## src/rtl/fp_addsub_arbiter.sv

```systemverilog
// Two-port round-robin front end for one shared fixed-latency FP adder.
// One operation in flight; results return tagged with the requester id.
module fp_addsub_arbiter #(
  parameter int ADDER_LATENCY = 4,
  parameter int CNT_W = 4
) (
  input  logic        clock,
  input  logic        reset,
  input  logic        req0_valid,
  output logic        req0_ready,
  input  logic [31:0] req0_a,
  input  logic [31:0] req0_b,
  input  logic        req0_op,
  input  logic        req1_valid,
  output logic        req1_ready,
  input  logic [31:0] req1_a,
  input  logic [31:0] req1_b,
  input  logic        req1_op,
  output logic        resp_valid,
  input  logic        resp_ready,
  output logic        resp_id,
  output logic [31:0] resp_z,
  output logic [31:0] adder_a,
  output logic [31:0] adder_b,
  input  logic [31:0] adder_z,
  output logic        busy
);

  typedef enum logic [1:0] {
    IDLE,
    WAIT,
    DONE
  } state_t;

  state_t           state;
  state_t           state_nx;
  logic [CNT_W-1:0] cnt;
  logic             last_grant;
  logic             id_q;
  logic             gnt_vld;
  logic             gnt_id;
  logic             in_idle;
  logic             accept;
  logic             cnt_last;
  logic [31:0]      sel_a;
  logic [31:0]      sel_b;
  logic             sel_op;

  // Grant select: a lone requester wins, contention goes round-robin
  always_comb begin
    gnt_vld = 1'b0;
    gnt_id  = 1'b0;
    unique case (1'b1)
      (req0_valid && !req1_valid): begin
        gnt_vld = 1'b1;
        gnt_id  = 1'b0;
      end
      (!req0_valid && req1_valid): begin
        gnt_vld = 1'b1;
        gnt_id  = 1'b1;
      end
      (req0_valid && req1_valid): begin
        gnt_vld = 1'b1;
        gnt_id  = ~last_grant;
      end
      default: ;
    endcase
  end

  assign in_idle    = (state == IDLE) && !reset;
  assign accept     = in_idle && gnt_vld;
  assign req0_ready = accept && !gnt_id;
  assign req1_ready = accept && gnt_id;
  assign cnt_last   = (cnt == CNT_W'(1));
  assign sel_a      = gnt_id ? req1_a : req0_a;
  assign sel_b      = gnt_id ? req1_b : req0_b;
  assign sel_op     = gnt_id ? req1_op : req0_op;
  assign resp_id    = id_q;
  assign busy       = (state != IDLE);

  // Next-state: accept -> wait out the adder -> hold result until taken
  always_comb begin
    state_nx = state;
    unique case (state)
      IDLE: if (accept) state_nx = WAIT;
      WAIT: if (cnt_last) state_nx = DONE;
      DONE: if (resp_ready) state_nx = IDLE;
      default: state_nx = IDLE;
    endcase
  end

  // State register
  always_ff @(posedge clock) begin
    if (reset) state <= IDLE;
    else       state <= state_nx;
  end

  // Operand launch, latency countdown and result capture
  always_ff @(posedge clock) begin
    if (reset) begin
      adder_a    <= '0;
      adder_b    <= '0;
      id_q       <= 1'b0;
      last_grant <= 1'b1;
      cnt        <= '0;
      resp_z     <= '0;
      resp_valid <= 1'b0;
    end else begin
      if (accept) begin
        adder_a    <= sel_a;
        adder_b    <= {sel_b[31] ^ sel_op, sel_b[30:0]};
        id_q       <= gnt_id;
        last_grant <= gnt_id;
        cnt        <= CNT_W'(ADDER_LATENCY);
      end
      if (state == WAIT) begin
        if (cnt_last) begin
          resp_z     <= adder_z;
          resp_valid <= 1'b1;
        end else begin
          cnt <= cnt - CNT_W'(1);
        end
      end
      if (state == DONE && resp_ready) resp_valid <= 1'b0;
    end
  end

endmodule
```

## config.mk

```make
export PLATFORM = sky130hd
export DESIGN_NAME = fp_addsub_arbiter
export DESIGN_NICKNAME = d
export VERILOG_FILES = /design/src/rtl/fp_addsub_arbiter.sv
export SDC_FILE = /design/constraint.sdc
export NUM_CORES = 1
export LEC_CHECK = 0
export BUFFER_PORTS_ARGS = -buffer_cell sky130_fd_sc_hd__buf_2
export CORE_AREA = 10 10 114 116
export DETAILED_ROUTE_END_ITERATION = 7
export DIE_AREA = 0 0 124 126
export MAX_ROUTING_LAYER = met4
export PLACE_DENSITY_LB_ADDON = 0.08
export SYNTH_ARGS = -nofsm -noshare
export SYNTH_HDL_FRONTEND = slang
export SYNTH_SLANG_ARGS = --single-unit
```

## constraint.sdc

```tcl
create_clock -name clock -period 2.3 [get_ports clock]
set_clock_uncertainty 0.15 [all_clocks]
set_input_delay 0.46 -clock clock [delete_from_list [all_inputs] [get_ports clock]]
set_output_delay 0.46 -clock clock [all_outputs]
set_load 0.005 [all_outputs]
```

==> reports/summary.txt <==
Yosys top cell area share: 0.451
Rows: 38
net switching power: 1.22 mW
Pint: 2.80 mW
Placed Cells: 859
IO Port Bufs: 267
CP max-delay cell: dfxtp_1
most common cell after layout, fill and taps aside: buf_2
layout overhead on the synthesized area: 34.1%
Combinational Power Share: 0.225
Post-CTS Setup Bufs: 0
Net Count, Synth: 653
dpl hpwl: 11300 µm
Final Net Count: 899
Overflow after GRT: 0
setup TNS: 0 ns
Starting DRT DRC Count: 216
number of synthesized register bits: 105
Final Instance Area: 6240 µm²
Tot GR Track Use: 0.178
Hold Crit Class: input pin to flip-flop
R2R Setup Slk: 0.42 ns
largest area contributor in the netlist: dfxtp_1
share of post-route cells with drive strength above 1: 0.475
XOR/XNOR Fraction of Synth Area: 0.00376
Clock Latency Late Sink: 0.37 ns
Avg WL per Cell: 16.4 µm
Seq/Total Area, Yosys: 0.451
Post-DP Area: 6060 µm²
most frequent cells in the layout: buf_2 (266), dfxtp_1 (105), nand2_1 (72), nor2_1 (70), mux2i_1 (63)
hold violation count in the final report: 0
WS Path Type: flip-flop to output pin
Final min period: 2.21 ns
complex-gate fraction of the synthesized area: 0.206
Longest Clk Path Bufs: 2
CTS tree: yes
Ports: 268
first-pass GRT wire length: 21700 µm
Die Width: 124 µm
Num CTS Buffers: 9
Avg Cell Area, Syn: 9.62 µm²
Placer Congestion: 0.837
Antenna diodes: 0
pin count of the biggest net entering global routing: 84
Yosys warning count: 0
most used cell, CP: or2_4
Critical Path Fanout Max: 8
Max Cap Viol: 0
CP Cell Sequence: or2_4 > or2_4 > nor3_1 > buf_2
Overall Power: 4.03 mW
critical path required time: 1.69 ns
Pwr per Cell Area: 645 nW/µm²
Die Y: 126 µm
drt total wl: 14400 µm
Worst Setup End Kind: output pin
CP Launch Type: flip-flop
DIE AREA: 15600 µm²
leakage: 2.86 nW
final core utilization: 0.584
Sink Count: 105
Finished Layout Cells: 875
area share of and/or/nand/nor cells after synthesis: 0.141
# H-tree levels: 3
mapped cell area: 4660 µm²
part of the power in registers: 0.503
PostCTS Resize Cnt: 1
Synth Area in Adders: 0.00537
Max Freq: 0.452 GHz
slew at the pin with the worst max-slew slack: 0.490 ns
drt pass-1 iters: 4
Initial Utilization: 0.435
Clock power frac: 0.272
post-route setup slack: 0.0867 ns
outcome: finished, final reports clean
VDD IR max: 0.353 mV
CTS root buffer: clkbuf_8
top cells by area, synth: dfxtp_1 (45%), mux2i_1 (14%), a211oi_2 (13%), nand2_1 (5.8%), nor2_1 (5.6%)
Hold Buf Count CTS: 0
clock slew at reported path FFs: 0.11 ns
relative slew slack: 0.673
Bufs and invs on worst path: 1
delay-heaviest family, CP: simple AND/OR/NAND/NOR gates
pre-CTS setup slack: 0.365 ns
cell count after synthesis: 484
main combinational cell family by area after synthesis: compound AO/OA/AOI/OAI gates
via count: 4243
slowest stage delay, CP: 0.36 ns
Tcrit/Tclk final: 0.962
vias in the first global route: 4345
RSZ-0062 raised after global routing: false
Antenna Nets Post-Route: 0
Arr. time, crit path: 1.60 ns
multiplexer area fraction after synthesis: 0.135
initial antenna violation count: 0
synth unique cells: 32
Switching Share: 0.304
Vias/cell: 4.85
area of the core: 10700 µm²
Residual DRC: 0
fin. max-slew vios: 0
minimum hold slack: 0.159 ns
# setup viols final: 0
==> worst min-delay path, cell delays in order <==
cell and delay, ns:
buf_2 0.10, nand2_1 0.04, a21oi_1 0.05
==> power groups by stage <==
stage | Combinational, mW | Sequential (mW) | Clock [mW]
global route | 1.01 | 2.04 | 1.21
detailed placement | 0.922 | 2.07 | 0
finish | 0.907 | 2.02 | 1.09
floorplan | 0.539 | 2.08 | 0
CTS | 0.926 | 2.03 | 1.14
global placement | 0.899 | 2.06 | 0
==> flip-flops by register name (all words and copies together) (netlist names) <==
signal and cells:
adder_a 32, adder_b 32, cnt 4, last_grant 1
resp_id 1, resp_valid 1, resp_z 32, state 2
==> area by class of cell <==
cell class | count | area (µm²)
clock buffer | 9 | 124
clock inverter | 7 | 60.1
fill | 1005 | 4460
inverter | 2 | 7.51
multi-input combinational | 335 | 2310
sequential | 105 | 2100
tap | 140 | 175
timing repair buffer | 277 | 1460
==> per-layer routing <==
layer	global-route usage	share of wire	vias to the layer above
met2	0.313	0.51	154
met3	0.0442	0.081	22
met1	0.190	0.39	1895
met5	-	0	-
met4	0.0576	0.019	0
li1	-	-	2172
==> cell usage after synthesis <==
cell,n
buf_1,2
xnor2_1,1
or2_4,1
nor3_2,1
buf_6,7
buf_4,9
or2_2,2
a31oi_1,2
a2bb2oi_1,1
or3_1,3
buf_2,10
a21oi_1,40
nand3b_1,1
a211oi_2,50
dfxtp_1,105
mux2i_1,63
clkbuf_1,14
xor2_1,1
ha_1,2
a211oi_1,13
nor4_1,1
nor2b_1,1
nand2b_1,3
nor3b_2,1
nand3_1,1
inv_1,2
nand2_1,72
a21boi_1,1
nor3_1,1
and2_1,2
o211ai_1,1
nor2_1,70
==> path summary, 6_finish.rpt <==
kind | start | endpoint | cells past startpoint
max reg2reg | cnt[0] | resp_z[1] | 6
min reg2reg | resp_z[6] | resp_z[6] | 2
min | adder_z[14] | resp_z[14] | 3
max | state[1] | req0_ready | 4
==> logic make-up (layout without fill, tap and decap cells) <==
family	count (synthesis)	count (layout)
xor+xnor	2	2
fa+ha+maj	2	2
flops	105	105
mux	63	63
buf+inv	44	295
compound gates	108	108
simple gates	160	160
No activity file was read; power rests on OpenSTA's default activity.
